$ cat config.mk
export PLATFORM = sky130hd
export DESIGN_NAME = id_ex_stage_flat
export DESIGN_NICKNAME = d
export VERILOG_FILES = /design/src/rtl/cpu_pkg.sv /design/src/rtl/id_ex_if.sv /design/src/rtl/id_ex_stage_hazard.sv /design/src/rtl/id_ex_stage.sv /design/src/flat_wrapper.sv
export SDC_FILE = /design/constraint.sdc
export NUM_CORES = 1
export LEC_CHECK = 0
export CAP_MARGIN = 25
export CORE_AREA = 2 2 118 120
export CTS_CLUSTER_SIZE = 40
export DETAILED_ROUTE_END_ITERATION = 8
export DIE_AREA = 0 0 120 122
export PLACE_DENSITY_LB_ADDON = 0.05
export SLEW_MARGIN = 20
export SYNTH_ARGS = -nofsm -noshare
export SYNTH_HDL_FRONTEND = slang
export SYNTH_SLANG_ARGS = --single-unit
$ cat constraint.sdc
create_clock -name clk -period 1.41 [get_ports clk]
set_input_delay 0.282 -clock clk [delete_from_list [all_inputs] [get_ports clk]]
set_output_delay 0.282 -clock clk [all_outputs]
set_load 0.02 [all_outputs]
$ cat src/rtl/cpu_pkg.sv
// Shared CPU types: the decoder control bundle carried through ID/EX and common field widths.
package cpu_pkg;
    localparam int ALUOP_W = 3;
    localparam int REG_W   = 5;
    localparam int FUNCT_W = 6;

    typedef struct packed {
        logic               regDst;
        logic               branch;
        logic               memRead;
        logic               memToReg;
        logic [ALUOP_W-1:0] aluOp;
        logic               memWrite;
        logic               aluSrc;
        logic               regWrite;
    } ctrl_t;

    localparam ctrl_t CTRL_BUBBLE = '0;
endpackage

$ cat src/rtl/id_ex_if.sv
// ID/EX stage bus: decode-side inputs, execute-side registered outputs, stall/flush and hazard.
interface id_ex_if #(parameter int DATA_W = 32, parameter int REG_W = 5);
    import cpu_pkg::*;

    logic stall_i, flush_i, id_valid_i;
    logic id_RegDst, id_Branch, id_MemRead, id_MemToReg, id_MemWrite, id_ALUSrc, id_RegWrite;
    logic [ALUOP_W-1:0] id_ALUOp;
    logic [DATA_W-1:0]  id_pc4_i, id_rs_data_i, id_rt_data_i;
    logic [15:0]        id_imm16_i;
    logic [REG_W-1:0]   id_rs_i, id_rt_i, id_rd_i;
    logic [FUNCT_W-1:0] id_funct_i;

    logic ex_RegDst, ex_Branch, ex_MemRead, ex_MemToReg, ex_MemWrite, ex_ALUSrc, ex_RegWrite;
    logic [ALUOP_W-1:0] ex_ALUOp;
    logic [DATA_W-1:0]  ex_pc4_o, ex_rs_data_o, ex_rt_data_o, ex_imm32_o;
    logic [REG_W-1:0]   ex_rs_o, ex_rt_o, ex_rd_o;
    logic [FUNCT_W-1:0] ex_funct_o;
    logic               ex_valid_o, hazard_stall_o;

    modport master (
        output stall_i, flush_i, id_valid_i,
               id_RegDst, id_Branch, id_MemRead, id_MemToReg, id_MemWrite, id_ALUSrc, id_RegWrite,
               id_ALUOp, id_pc4_i, id_rs_data_i, id_rt_data_i, id_imm16_i,
               id_rs_i, id_rt_i, id_rd_i, id_funct_i,
        input  ex_RegDst, ex_Branch, ex_MemRead, ex_MemToReg, ex_MemWrite, ex_ALUSrc, ex_RegWrite,
               ex_ALUOp, ex_pc4_o, ex_rs_data_o, ex_rt_data_o, ex_imm32_o,
               ex_rs_o, ex_rt_o, ex_rd_o, ex_funct_o, ex_valid_o, hazard_stall_o
    );

    modport slave (
        input  stall_i, flush_i, id_valid_i,
               id_RegDst, id_Branch, id_MemRead, id_MemToReg, id_MemWrite, id_ALUSrc, id_RegWrite,
               id_ALUOp, id_pc4_i, id_rs_data_i, id_rt_data_i, id_imm16_i,
               id_rs_i, id_rt_i, id_rd_i, id_funct_i,
        output ex_RegDst, ex_Branch, ex_MemRead, ex_MemToReg, ex_MemWrite, ex_ALUSrc, ex_RegWrite,
               ex_ALUOp, ex_pc4_o, ex_rs_data_o, ex_rt_data_o, ex_imm32_o,
               ex_rs_o, ex_rt_o, ex_rd_o, ex_funct_o, ex_valid_o, hazard_stall_o
    );
endinterface

$ cat src/rtl/id_ex_stage_hazard.sv
// hazard_unit: combinational load-use compare between the load in EX and the instruction in ID.
module hazard_unit import cpu_pkg::*; (
    input  logic             exValid,
    input  logic             exMemRead,
    input  logic [REG_W-1:0] exRt,
    input  logic             idValid,
    input  logic [REG_W-1:0] idRs,
    input  logic [REG_W-1:0] idRt,
    output logic             hazard
);
    // $zero never carries a dependency, so a load targeting r0 never stalls.
    assign hazard = exValid & exMemRead & (exRt != '0) & idValid &
                    ((exRt == idRs) | (exRt == idRt));
endmodule

$ cat src/rtl/id_ex_stage.sv
// ID/EX pipeline register with flush/stall/bubble handling.
// Load-use detection is built only when ID_EX_HAZARD_EN is defined; otherwise hazard_stall_o is 0.
module id_ex_stage #(
    parameter int DATA_W = 32,
    parameter int REG_W  = 5
) (
    input logic   clk,
    input logic   rst_n,
    id_ex_if.slave bus
);
    import cpu_pkg::*;

    ctrl_t idCtrl, exCtrl;
    logic  exValid, hazard;
    logic [DATA_W-1:0]  exPc4, exRsData, exRtData, exImm32, idImm32;
    logic [REG_W-1:0]   exRs, exRt, exRd;
    logic [FUNCT_W-1:0] exFunct;

    assign idCtrl = '{regDst: bus.id_RegDst, branch: bus.id_Branch, memRead: bus.id_MemRead,
                      memToReg: bus.id_MemToReg, aluOp: bus.id_ALUOp, memWrite: bus.id_MemWrite,
                      aluSrc: bus.id_ALUSrc, regWrite: bus.id_RegWrite};
    assign idImm32 = {{(DATA_W-16){bus.id_imm16_i[15]}}, bus.id_imm16_i};

`ifdef ID_EX_HAZARD_EN
    hazard_unit uHazard (
        .exValid   (exValid),
        .exMemRead (exCtrl.memRead),
        .exRt      (exRt),
        .idValid   (bus.id_valid_i),
        .idRs      (bus.id_rs_i),
        .idRt      (bus.id_rt_i),
        .hazard    (hazard)
    );
`else
    assign hazard = 1'b0;
`endif

    // Bubbles clear only controls and valid; data fields keep stale values.
    always_ff @(posedge clk or negedge rst_n) begin
        if (!rst_n) begin
            exCtrl   <= CTRL_BUBBLE;
            exValid  <= 1'b0;
            exPc4    <= '0;
            exRsData <= '0;
            exRtData <= '0;
            exImm32  <= '0;
            exRs     <= '0;
            exRt     <= '0;
            exRd     <= '0;
            exFunct  <= '0;
        end else if (bus.flush_i) begin
            exCtrl  <= CTRL_BUBBLE;
            exValid <= 1'b0;
        end else if (bus.stall_i) begin
            exCtrl  <= exCtrl;
            exValid <= exValid;
        end else if (hazard || !bus.id_valid_i) begin
            exCtrl  <= CTRL_BUBBLE;
            exValid <= 1'b0;
        end else begin
            exCtrl   <= idCtrl;
            exValid  <= 1'b1;
            exPc4    <= bus.id_pc4_i;
            exRsData <= bus.id_rs_data_i;
            exRtData <= bus.id_rt_data_i;
            exImm32  <= idImm32;
            exRs     <= bus.id_rs_i;
            exRt     <= bus.id_rt_i;
            exRd     <= bus.id_rd_i;
            exFunct  <= bus.id_funct_i;
        end
    end

    assign bus.ex_RegDst      = exCtrl.regDst;
    assign bus.ex_Branch      = exCtrl.branch;
    assign bus.ex_MemRead     = exCtrl.memRead;
    assign bus.ex_MemToReg    = exCtrl.memToReg;
    assign bus.ex_ALUOp       = exCtrl.aluOp;
    assign bus.ex_MemWrite    = exCtrl.memWrite;
    assign bus.ex_ALUSrc      = exCtrl.aluSrc;
    assign bus.ex_RegWrite    = exCtrl.regWrite;
    assign bus.ex_pc4_o       = exPc4;
    assign bus.ex_rs_data_o   = exRsData;
    assign bus.ex_rt_data_o   = exRtData;
    assign bus.ex_imm32_o     = exImm32;
    assign bus.ex_rs_o        = exRs;
    assign bus.ex_rt_o        = exRt;
    assign bus.ex_rd_o        = exRd;
    assign bus.ex_funct_o     = exFunct;
    assign bus.ex_valid_o     = exValid;
    assign bus.hazard_stall_o = hazard;
endmodule
$ cat src/flat_wrapper.sv
// flat-port wrapper written by rule: the top's interface ports become plain ports
module id_ex_stage_flat import cpu_pkg::*;
#(
    parameter int DATA_W = 32,
    parameter int REG_W  = 5
)
  (clk, rst_n, bus_stall_i, bus_flush_i, bus_id_valid_i, bus_id_RegDst, bus_id_Branch, bus_id_MemRead, bus_id_MemToReg, bus_id_MemWrite, bus_id_ALUSrc, bus_id_RegWrite, bus_id_ALUOp, bus_id_pc4_i, bus_id_rs_data_i, bus_id_rt_data_i, bus_id_imm16_i, bus_id_rs_i, bus_id_rt_i, bus_id_rd_i, bus_id_funct_i, bus_ex_RegDst, bus_ex_Branch, bus_ex_MemRead, bus_ex_MemToReg, bus_ex_MemWrite, bus_ex_ALUSrc, bus_ex_RegWrite, bus_ex_ALUOp, bus_ex_pc4_o, bus_ex_rs_data_o, bus_ex_rt_data_o, bus_ex_imm32_o, bus_ex_rs_o, bus_ex_rt_o, bus_ex_rd_o, bus_ex_funct_o, bus_ex_valid_o, bus_hazard_stall_o);
  id_ex_if #(.DATA_W(DATA_W), .REG_W(REG_W)) bus_i ();
  input logic clk;
  input logic rst_n;
  input wire logic [$bits(bus_i.stall_i)-1:0] bus_stall_i;
  input wire logic [$bits(bus_i.flush_i)-1:0] bus_flush_i;
  input wire logic [$bits(bus_i.id_valid_i)-1:0] bus_id_valid_i;
  input wire logic [$bits(bus_i.id_RegDst)-1:0] bus_id_RegDst;
  input wire logic [$bits(bus_i.id_Branch)-1:0] bus_id_Branch;
  input wire logic [$bits(bus_i.id_MemRead)-1:0] bus_id_MemRead;
  input wire logic [$bits(bus_i.id_MemToReg)-1:0] bus_id_MemToReg;
  input wire logic [$bits(bus_i.id_MemWrite)-1:0] bus_id_MemWrite;
  input wire logic [$bits(bus_i.id_ALUSrc)-1:0] bus_id_ALUSrc;
  input wire logic [$bits(bus_i.id_RegWrite)-1:0] bus_id_RegWrite;
  input wire logic [$bits(bus_i.id_ALUOp)-1:0] bus_id_ALUOp;
  input wire logic [$bits(bus_i.id_pc4_i)-1:0] bus_id_pc4_i;
  input wire logic [$bits(bus_i.id_rs_data_i)-1:0] bus_id_rs_data_i;
  input wire logic [$bits(bus_i.id_rt_data_i)-1:0] bus_id_rt_data_i;
  input wire logic [$bits(bus_i.id_imm16_i)-1:0] bus_id_imm16_i;
  input wire logic [$bits(bus_i.id_rs_i)-1:0] bus_id_rs_i;
  input wire logic [$bits(bus_i.id_rt_i)-1:0] bus_id_rt_i;
  input wire logic [$bits(bus_i.id_rd_i)-1:0] bus_id_rd_i;
  input wire logic [$bits(bus_i.id_funct_i)-1:0] bus_id_funct_i;
  output wire logic [$bits(bus_i.ex_RegDst)-1:0] bus_ex_RegDst;
  output wire logic [$bits(bus_i.ex_Branch)-1:0] bus_ex_Branch;
  output wire logic [$bits(bus_i.ex_MemRead)-1:0] bus_ex_MemRead;
  output wire logic [$bits(bus_i.ex_MemToReg)-1:0] bus_ex_MemToReg;
  output wire logic [$bits(bus_i.ex_MemWrite)-1:0] bus_ex_MemWrite;
  output wire logic [$bits(bus_i.ex_ALUSrc)-1:0] bus_ex_ALUSrc;
  output wire logic [$bits(bus_i.ex_RegWrite)-1:0] bus_ex_RegWrite;
  output wire logic [$bits(bus_i.ex_ALUOp)-1:0] bus_ex_ALUOp;
  output wire logic [$bits(bus_i.ex_pc4_o)-1:0] bus_ex_pc4_o;
  output wire logic [$bits(bus_i.ex_rs_data_o)-1:0] bus_ex_rs_data_o;
  output wire logic [$bits(bus_i.ex_rt_data_o)-1:0] bus_ex_rt_data_o;
  output wire logic [$bits(bus_i.ex_imm32_o)-1:0] bus_ex_imm32_o;
  output wire logic [$bits(bus_i.ex_rs_o)-1:0] bus_ex_rs_o;
  output wire logic [$bits(bus_i.ex_rt_o)-1:0] bus_ex_rt_o;
  output wire logic [$bits(bus_i.ex_rd_o)-1:0] bus_ex_rd_o;
  output wire logic [$bits(bus_i.ex_funct_o)-1:0] bus_ex_funct_o;
  output wire logic [$bits(bus_i.ex_valid_o)-1:0] bus_ex_valid_o;
  output wire logic [$bits(bus_i.hazard_stall_o)-1:0] bus_hazard_stall_o;
  assign bus_i.stall_i = bus_stall_i;
  assign bus_i.flush_i = bus_flush_i;
  assign bus_i.id_valid_i = bus_id_valid_i;
  assign bus_i.id_RegDst = bus_id_RegDst;
  assign bus_i.id_Branch = bus_id_Branch;
  assign bus_i.id_MemRead = bus_id_MemRead;
  assign bus_i.id_MemToReg = bus_id_MemToReg;
  assign bus_i.id_MemWrite = bus_id_MemWrite;
  assign bus_i.id_ALUSrc = bus_id_ALUSrc;
  assign bus_i.id_RegWrite = bus_id_RegWrite;
  assign bus_i.id_ALUOp = bus_id_ALUOp;
  assign bus_i.id_pc4_i = bus_id_pc4_i;
  assign bus_i.id_rs_data_i = bus_id_rs_data_i;
  assign bus_i.id_rt_data_i = bus_id_rt_data_i;
  assign bus_i.id_imm16_i = bus_id_imm16_i;
  assign bus_i.id_rs_i = bus_id_rs_i;
  assign bus_i.id_rt_i = bus_id_rt_i;
  assign bus_i.id_rd_i = bus_id_rd_i;
  assign bus_i.id_funct_i = bus_id_funct_i;
  assign bus_ex_RegDst = bus_i.ex_RegDst;
  assign bus_ex_Branch = bus_i.ex_Branch;
  assign bus_ex_MemRead = bus_i.ex_MemRead;
  assign bus_ex_MemToReg = bus_i.ex_MemToReg;
  assign bus_ex_MemWrite = bus_i.ex_MemWrite;
  assign bus_ex_ALUSrc = bus_i.ex_ALUSrc;
  assign bus_ex_RegWrite = bus_i.ex_RegWrite;
  assign bus_ex_ALUOp = bus_i.ex_ALUOp;
  assign bus_ex_pc4_o = bus_i.ex_pc4_o;
  assign bus_ex_rs_data_o = bus_i.ex_rs_data_o;
  assign bus_ex_rt_data_o = bus_i.ex_rt_data_o;
  assign bus_ex_imm32_o = bus_i.ex_imm32_o;
  assign bus_ex_rs_o = bus_i.ex_rs_o;
  assign bus_ex_rt_o = bus_i.ex_rt_o;
  assign bus_ex_rd_o = bus_i.ex_rd_o;
  assign bus_ex_funct_o = bus_i.ex_funct_o;
  assign bus_ex_valid_o = bus_i.ex_valid_o;
  assign bus_hazard_stall_o = bus_i.hazard_stall_o;
  id_ex_stage #(.DATA_W(DATA_W), .REG_W(REG_W)) u_core (.clk(clk), .rst_n(rst_n), .bus(bus_i));
endmodule
Yosys cells after proc, flatten, opt, wreduce, memory -nomap -nowiden. Index checks and enable logic that the tools add are counted.

Register bits after elaboration: 144. Latch bits: 0. Bits in writable memories: 0. ROM bits: 0. Input bits: 148. Output and inout port bits: 161. Logic and storage cells: 27. Memories kept: 0.

Add/sub/neg operators: 0. Multiply operators: 0. Divide/modulo/power cells: 0. $lt $le $gt $ge: 0. Equal/unequal tests: 1. Shift-type cells: 0. Multiplexer cells: 6. Bitwise operators: 2. Reductions and logical operators: 1.

Operators with widths (number): $mux 10 (3); $mux 1 (3); $reduce_and 3->1 (1); $ne 2x1->1 const B (1); $not 1->1 (2).

Longest topological paths before layout. Gate-level depths: netlist (run 1).

Depth in word-level cells: 3. Mapped depth: 4.

Least setup slack after synthesis (run 1). Ideal clock, no wire load.

Path kind: input -> register. Start point: input port bus_flush_i. End point: register u_core.exFunct[4], in the netlist u_core.bus.ex_funct_o[4]. Library setup time: 128 ps. Data arrival time: 1252 ps. Data required time: 1282 ps. Path slack: 30 ps. Cell stages on the path: 4. Cell sequence: nor3b_2 -> buf_4 -> buf_4 -> mux2_1.

Longest elaborated chain between the ends: 2.

RTL lines: from (decl) (line flat_wrapper.sv:12) `input wire logic [$bits(bus_i.flush_i)-1:0] bus_flush_i;`; $not 1->1 (no line); $reduce_and 3->1 (no line); to (signal assigned) (line id_ex_stage.sv:70) `exFunct <= bus.id_funct_i;`; to (decl) (line id_ex_stage.sv:17) `logic [FUNCT_W-1:0] exFunct;`.

No other way between the ends. A chain may end at the register's enable or synchronous reset.

Final worst setup path (run 1).
Start point: register u_core.bus.ex_imm32_o[15] (netlist name). End point: output port bus_ex_imm32_o[19].

RTL lines: to (decl) (line flat_wrapper.sv:41) `output wire logic [$bits(bus_i.ex_imm32_o)-1:0] bus_ex_imm32_o;`.

No word-level cell between the ends.

==> qor.csv, run 1 <==
stage,metric,value,unit
synth,synth.top_cells.by_area,"dfrtp_1 65%, mux2_1 14%, mux2_2 13%",
detailed_routing,vias,4015,
global_routing,first_global_vias,4418,
final_layout,layout.cells.non_filler,858,
final_layout,nets,814,
sta,slew_viol_final,0,
floorplan,die_area,0.01464,mm2
setup_path,worstPathRequired,1130,ps
placement,gp_congestion,0.7737,
synth,synth_edf_count,0,
final_layout,drive_gt1_frac,0.2920,
synth,synth-compound-area-share,0.009056,
run,drv_cap,0,
floorplan,start_util,0.4092,
global_routing,grt_usage,0.2139,
synth,synth-xor-area-share,0,
detailed_routing,drt-total-wl,15290,um
detailed_routing,drcViolationCount,0,
clock_tree,clock_sinks,144,
placement,pre_cts_ws,-474.7,ps
clock_tree,root_buffer,clkbuf_16,
synth,synth_top_cell_by_area,dfrtp_1,
clock_tree,tritoncts,yes,
clock_tree,clock_latency,410,ps
placement,port_buffers,307,
floorplan,die_x,120,um
global_routing,grt_pass1_wl,23470,um
sta,finClkSkew,0,ps
detailed_routing,drtIter0Drc,112,
sta,worst_slack,20.37,ps
clock_tree,clk_path_buf_depth,2,
sta,rsz0062_at_grt,true,
synth,ys_seq_elements,144,
global_routing,antenna_found_initial,0,
sta,finalHoldWorstSlack,365.1,ps
synth,syn_area_per_cell,15.97,um2
power,ir_drop,691.9,uV
setup_path,critPathLaunchType,register,
detailed_routing,ant_nets,0,
synth,netlist_top_cells_count,"144 x dfrtp_1, 70 x mux2_1, 63 x mux2_2",
synth,syn-instance-count,346,
detailed_routing,wl_per_cell,17.82,um
synth,syn_area,0.005527,mm2
synth,synthArstFlopShare,1.000,
synth,synthMuxAreaShare,0.2728,
final_layout,antenna_cells,0,
synth,yosysTopAreaCellShare,0.6520,
sta,period_share,0.9856,
synth,yosysUniqueCellTypes,13,
synth,synth_top_family_by_area,multiplexers,
synth,ys_seq_area_frac,0.6520,
synth,synth-adder-area-share,0,
clock_tree,cts_max_level,4,
setup_path,r2r-end,u_core.bus.ex_imm32_o[15]$_DFFE_PN0P_,
clock_tree,numCtsBuffers,17,
power,power.density,1398,mW/mm2
global_routing,grt_max_degree,39,
setup_path,reg2reg_depth,2,
global_routing,grt_overflow,0,
placement,dpl.hpwl,11730,um
setup_path,cp_max_fo,9,
sta,period_needed,1390,ps
setup_path,setup.worst_path.end_class,output port,
sta,hold_viol_final,0,
detailed_routing,routed_via_density,4.679,
synth,synth-simple-area-share,0.02332,
floorplan,ios,309,
detailed_routing,first_pass_iters,4,
power,leakage,0.004071,uW
synth,synth_flop_cell,dfrtp_1,
setup_path,crit_type,register to output port,
floorplan,rows,43,
setup_path,rrSetupSlack,500,ps
placement,dp_cells,819,
synth,synthesis.nets,494,
sta,finalSetupViolations,0,
sta,fmax,719.6,MHz
floorplan,core,0.01350,mm2
clock_tree,clkTransAtPathRegs,50,ps
synth,ys_warn_count,0,
synth,synth_most_common_cell,dfrtp_1,
floorplan,die_y,122,um
setup_path,r2r-start,u_core.bus.ex_imm32_o[15]$_DFFE_PN0P_,
final_layout,areaGrowthSynthToFinish,67.42,%
setup_path,arrival,1110,ps
min_path,hold_path_class,primary input to asynchronous set/reset pin,
outcome,status,"complete, no violations",
==> area by class of cell <==
type | count | area, um2
clock inverter | 7 | 62.56
sequential | 144 | 3605
multi-input combinational | 167 | 1700
fill | 1011 | 4252
clock buffer | 24 | 461.7
tap | 180 | 225.2
timing repair buffer | 336 | 3198
==> metal layers <==
layer  vias up  routed length (um)  track usage
met5         -                   0            0
met4         0                 301      0.09118
met3        25                1487      0.09082
met2       195                7929       0.3697
met1      1957                5571       0.2302
li1       1838                   -            -
==> worst max-delay path, cell delays in order, from the launching register on <==
cell and delay, ps:
dfrtp_2 410, buf_6 140, buf_2 150
==> worst max-delay path by stage <==
stage | start | endpoint | depth (start not counted)
floorplan | bus_flush_i | u_core.bus.ex_funct_o[4]$_DFFE_PN0P_ | 4
global placement | bus_flush_i | u_core.bus.ex_pc4_o[0]$_DFFE_PN0P_ | 5
detailed placement | bus_flush_i | u_core.bus.ex_pc4_o[11]$_DFFE_PN0P_ | 5
CTS | u_core.bus.ex_pc4_o[27]$_DFFE_PN0P_ | bus_ex_pc4_o[27] | 1
global route | u_core.bus.ex_imm32_o[15]$_DFFE_PN0P_ | bus_ex_imm32_o[20] | 2
finish | u_core.bus.ex_imm32_o[15]$_DFFE_PN0P_ | bus_ex_imm32_o[19] | 2
==> cells in the final DEF (no fill, tap or decap) <==
master           count
clkdlybuf4s50_1    143
dfrtp_1            143
clkdlybuf4s15_1     79
mux2_1              69
mux2_2              63
clkbuf_2            50
buf_4               24
clkbuf_16           17
clkdlybuf4s15_2     11
nand2_1             10
nand3b_1            10
a21oi_1             10
buf_12               9
clkbuf_1             6
dlygate4sd2_1        6
clkinv_2             5
buf_6                5
buf_2                5
bufbuf_16            3
nor3b_4              1
mux2_4               1
mux2i_1              1
nor2_1               1
conb_1               1
bufinv_16            1
clkbuf_8             1
clkinvlp_4           1
dlygate4sd3_1        1
dfrtp_2              1
==> report_power, final <==
group / leakage, uW / total [uW] / internal [uW] / switching, uW
logic: 0.00209 / 3670 / 1770 / 1900
registers: 0.00172 / 5250 / 4870 / 377
clock network: 0.000258 / 4020 / 2440 / 1580
==> cells by family (layout without fill, tap and decap cells) <==
group,count (synthesis),after routing
AND/OR/NAND/NOR,22,22
multiplexers,134,134
buffers and inverters,35,367
other,1,1
AO/OA/AOI/OAI,10,10
flip-flops,144,144
==> what timing repair did <==
action / 4_1_cts / 5_1_grt
hold buffers: 1 / 0
hold endpoints to repair: 33 / 0
resized for setup: 318 / 116
cloned: 3 / 0
buffers inserted: 4 / 0
setup endpoints to repair: 252 / 127
pin swaps: 1 / 1
==> flip-flops by register name (all words and copies together) (netlist names), 3 cells and up <==
signal,flops
u_core.bus.ex_rd_o,5
u_core.bus.ex_rt_o,5
u_core.bus.ex_rs_data_o,32
u_core.bus.ex_pc4_o,32
u_core.bus.ex_ALUOp,3
u_core.bus.ex_rt_data_o,32
u_core.bus.ex_imm32_o,16
u_core.bus.ex_rs_o,5
u_core.bus.ex_funct_o,6
==> stage by stage <==
step                  util  TNS [ps]  total power (uW)  instance area [um2]
floorplan                -         0              7138                 5527
global placement    0.6568    -58880              9418                 8870
detailed placement  0.6568    -60870              9513                 8870
CTS                 0.6970         0             13130                 9413
global route        0.6852    -311.8             13550                 9253
finish              0.6852         0             12940                 9253
Note: power is estimated with default switching activity, not from simulation.
==> run 2, diff against run 1 <==
Settings changed: CORE_AREA 2 2 118 120 to 2 2 120 122, DIE_AREA 0 0 120 122 to 0 0 122 124, DONT_BUFFER_PORTS set to 1, GPL_ROUTABILITY_DRIVEN set to 0.
==> run 2 against run 1 <==
  * The flow now stops in clock tree synthesis
  * Area after synthesis unchanged
  * Synthesized cell count unchanged
==> qor.csv, run 2 <==
stage,metric,value,unit,change
floorplan,die_y,124,um,was 122 um
clock_tree,ctsHoldBuffers,108,,was 1
placement,dpl.hpwl,8426,um,"was 11,730 um"
clock_tree,clock_sinks,144,,unchanged
outcome,status,did not finish,,"was complete, no violations"
synth,yosysTopAreaCellShare,0.6520,,unchanged
synth,synthArstFlopShare,1.000,,unchanged
clock_tree,clk_path_buf_depth,2,,unchanged
floorplan,rows,43,,unchanged
synth,synth_top_cell_by_area,dfrtp_1,,unchanged
synth,synth.top_cells.by_area,"dfrtp_1 65%, mux2_1 14%, mux2_2 13%",,unchanged
synth,syn-instance-count,346,,unchanged
floorplan,ios,309,,unchanged
outcome,haltStage,clock tree synthesis,,
clock_tree,root_buffer,clkbuf_16,,unchanged
synth,yosysUniqueCellTypes,13,,unchanged
synth,synth_edf_count,0,,unchanged
clock_tree,cts_max_level,4,,unchanged
outcome,error_message,[ERROR RSZ-0060] Max buffer count reached.,,
synth,netlist_top_cells_count,"144 x dfrtp_1, 70 x mux2_1, 63 x mux2_2",,unchanged
synth,syn_area_per_cell,15.97,um2,unchanged
synth,synth_most_common_cell,dfrtp_1,,unchanged
clock_tree,ctsResizeCount,1,,was 318
synth,synthesis.nets,494,,unchanged
placement,port_buffers,0,,was 307
synth,ys_seq_elements,144,,unchanged
synth,syn_area,0.005527,mm2,unchanged
clock_tree,numCtsBuffers,17,,unchanged
clock_tree,post-cts-setup-buffers,0,,was 4
floorplan,start_util,0.4028,,was 0.4092
floorplan,die_x,122,um,was 120 um
synth,ys_seq_area_frac,0.6520,,unchanged
synth,synth_flop_cell,dfrtp_1,,unchanged
placement,dp_cells,503,,was 819
synth,ys_warn_count,0,,unchanged
## run 2: cell counts after synthesis
Identical to the previous run, type by type.
## run 2: kinds of logic after synthesis
kind of cell / count (synthesis) / share of synthesized area
flip-flops: 144 / 0.6520
AND/OR/NAND/NOR: 22 / 0.02332
AO/OA/AOI/OAI: 10 / 0.009056
buffers and inverters: 35 / 0.04211
multiplexers: 134 / 0.2728
other: 1 / 0.0006785
## run 2: per-stage QoR
stage          worst slack (ps)  utilization  area (um2)  hold WS (ps)
3_3_place_gp              70.04       0.4160        5707        -10.79
2_1_floorplan             30.33            -        5527        -13.59
3_5_place_dp              61.94       0.4160        5707        -10.61
==> run 3, diff against run 2 <==
Settings changed: CORE_AREA 2 2 120 122 to unset, CORE_MARGIN set to 1.5, CORE_UTILIZATION set to 40, CTS_CLUSTER_SIZE 40 to unset, DIE_AREA 0 0 122 124 to unset, PLACE_DENSITY_LB_ADDON 0.05 to 0.15.
==> run 3 against run 2 <==
  * The run again fails in clock tree synthesis
  * Synthesized cell count is the same
  * Area after synthesis is the same
==> qor.csv, run 3 <==
stage,metric,value,unit,change
outcome,status,did not finish,,unchanged
outcome,error_message,[ERROR RSZ-0060] Max buffer count reached.,,unchanged
synth,synth_flop_cell,dfrtp_1,,unchanged
synth,ys_warn_count,0,,unchanged
floorplan,start_util,0.4140,,was 0.4028
clock_tree,clock_sinks,144,,unchanged
floorplan,die_y,120.5,um,was 124 um
clock_tree,root_buffer,clkbuf_16,,unchanged
placement,dp_cells,498,,was 503
synth,ys_seq_elements,144,,unchanged
floorplan,die_x,120.5,um,was 122 um
placement,dpl.hpwl,8301,um,was 8426 um
clock_tree,ctsResizeCount,1,,unchanged
synth,netlist_top_cells_count,"144 x dfrtp_1, 70 x mux2_1, 63 x mux2_2",,unchanged
synth,synth_edf_count,0,,unchanged
clock_tree,ctsHoldBuffers,107,,was 108
synth,synth_top_cell_by_area,dfrtp_1,,unchanged
placement,port_buffers,0,,unchanged
outcome,haltStage,clock tree synthesis,,unchanged
synth,synth.top_cells.by_area,"dfrtp_1 65%, mux2_1 14%, mux2_2 13%",,unchanged
synth,syn_area_per_cell,15.97,um2,unchanged
synth,ys_seq_area_frac,0.6520,,unchanged
synth,yosysUniqueCellTypes,13,,unchanged
synth,synthArstFlopShare,1.000,,unchanged
synth,syn-instance-count,346,,unchanged
clock_tree,cts_max_level,4,,unchanged
clock_tree,numCtsBuffers,17,,unchanged
synth,synthesis.nets,494,,unchanged
clock_tree,clk_path_buf_depth,2,,unchanged
synth,yosysTopAreaCellShare,0.6520,,unchanged
floorplan,ios,309,,unchanged
synth,syn_area,0.005527,mm2,unchanged
clock_tree,post-cts-setup-buffers,0,,unchanged
synth,synth_most_common_cell,dfrtp_1,,unchanged
floorplan,rows,42,,was 43
-- run 3: per-stage QoR --
step	cell area, um2	util	setup slack (ps)	hold slack [ps]
2_1_floorplan	5527	-	30.33	-13.59
3_3_place_gp	5694	0.4266	84.13	-10.71
3_5_place_dp	5694	0.4266	40.15	-10.81
-- run 3: cell families after synthesis --
| kind of cell | Yosys count | synth area share |
|---|---|---|
| flops | 144 | 0.6520 |
| mux | 134 | 0.2728 |
| buf+inv | 35 | 0.04211 |
| simple gates | 22 | 0.02332 |
| compound gates | 10 | 0.009056 |
| other cells | 1 | 0.0006785 |
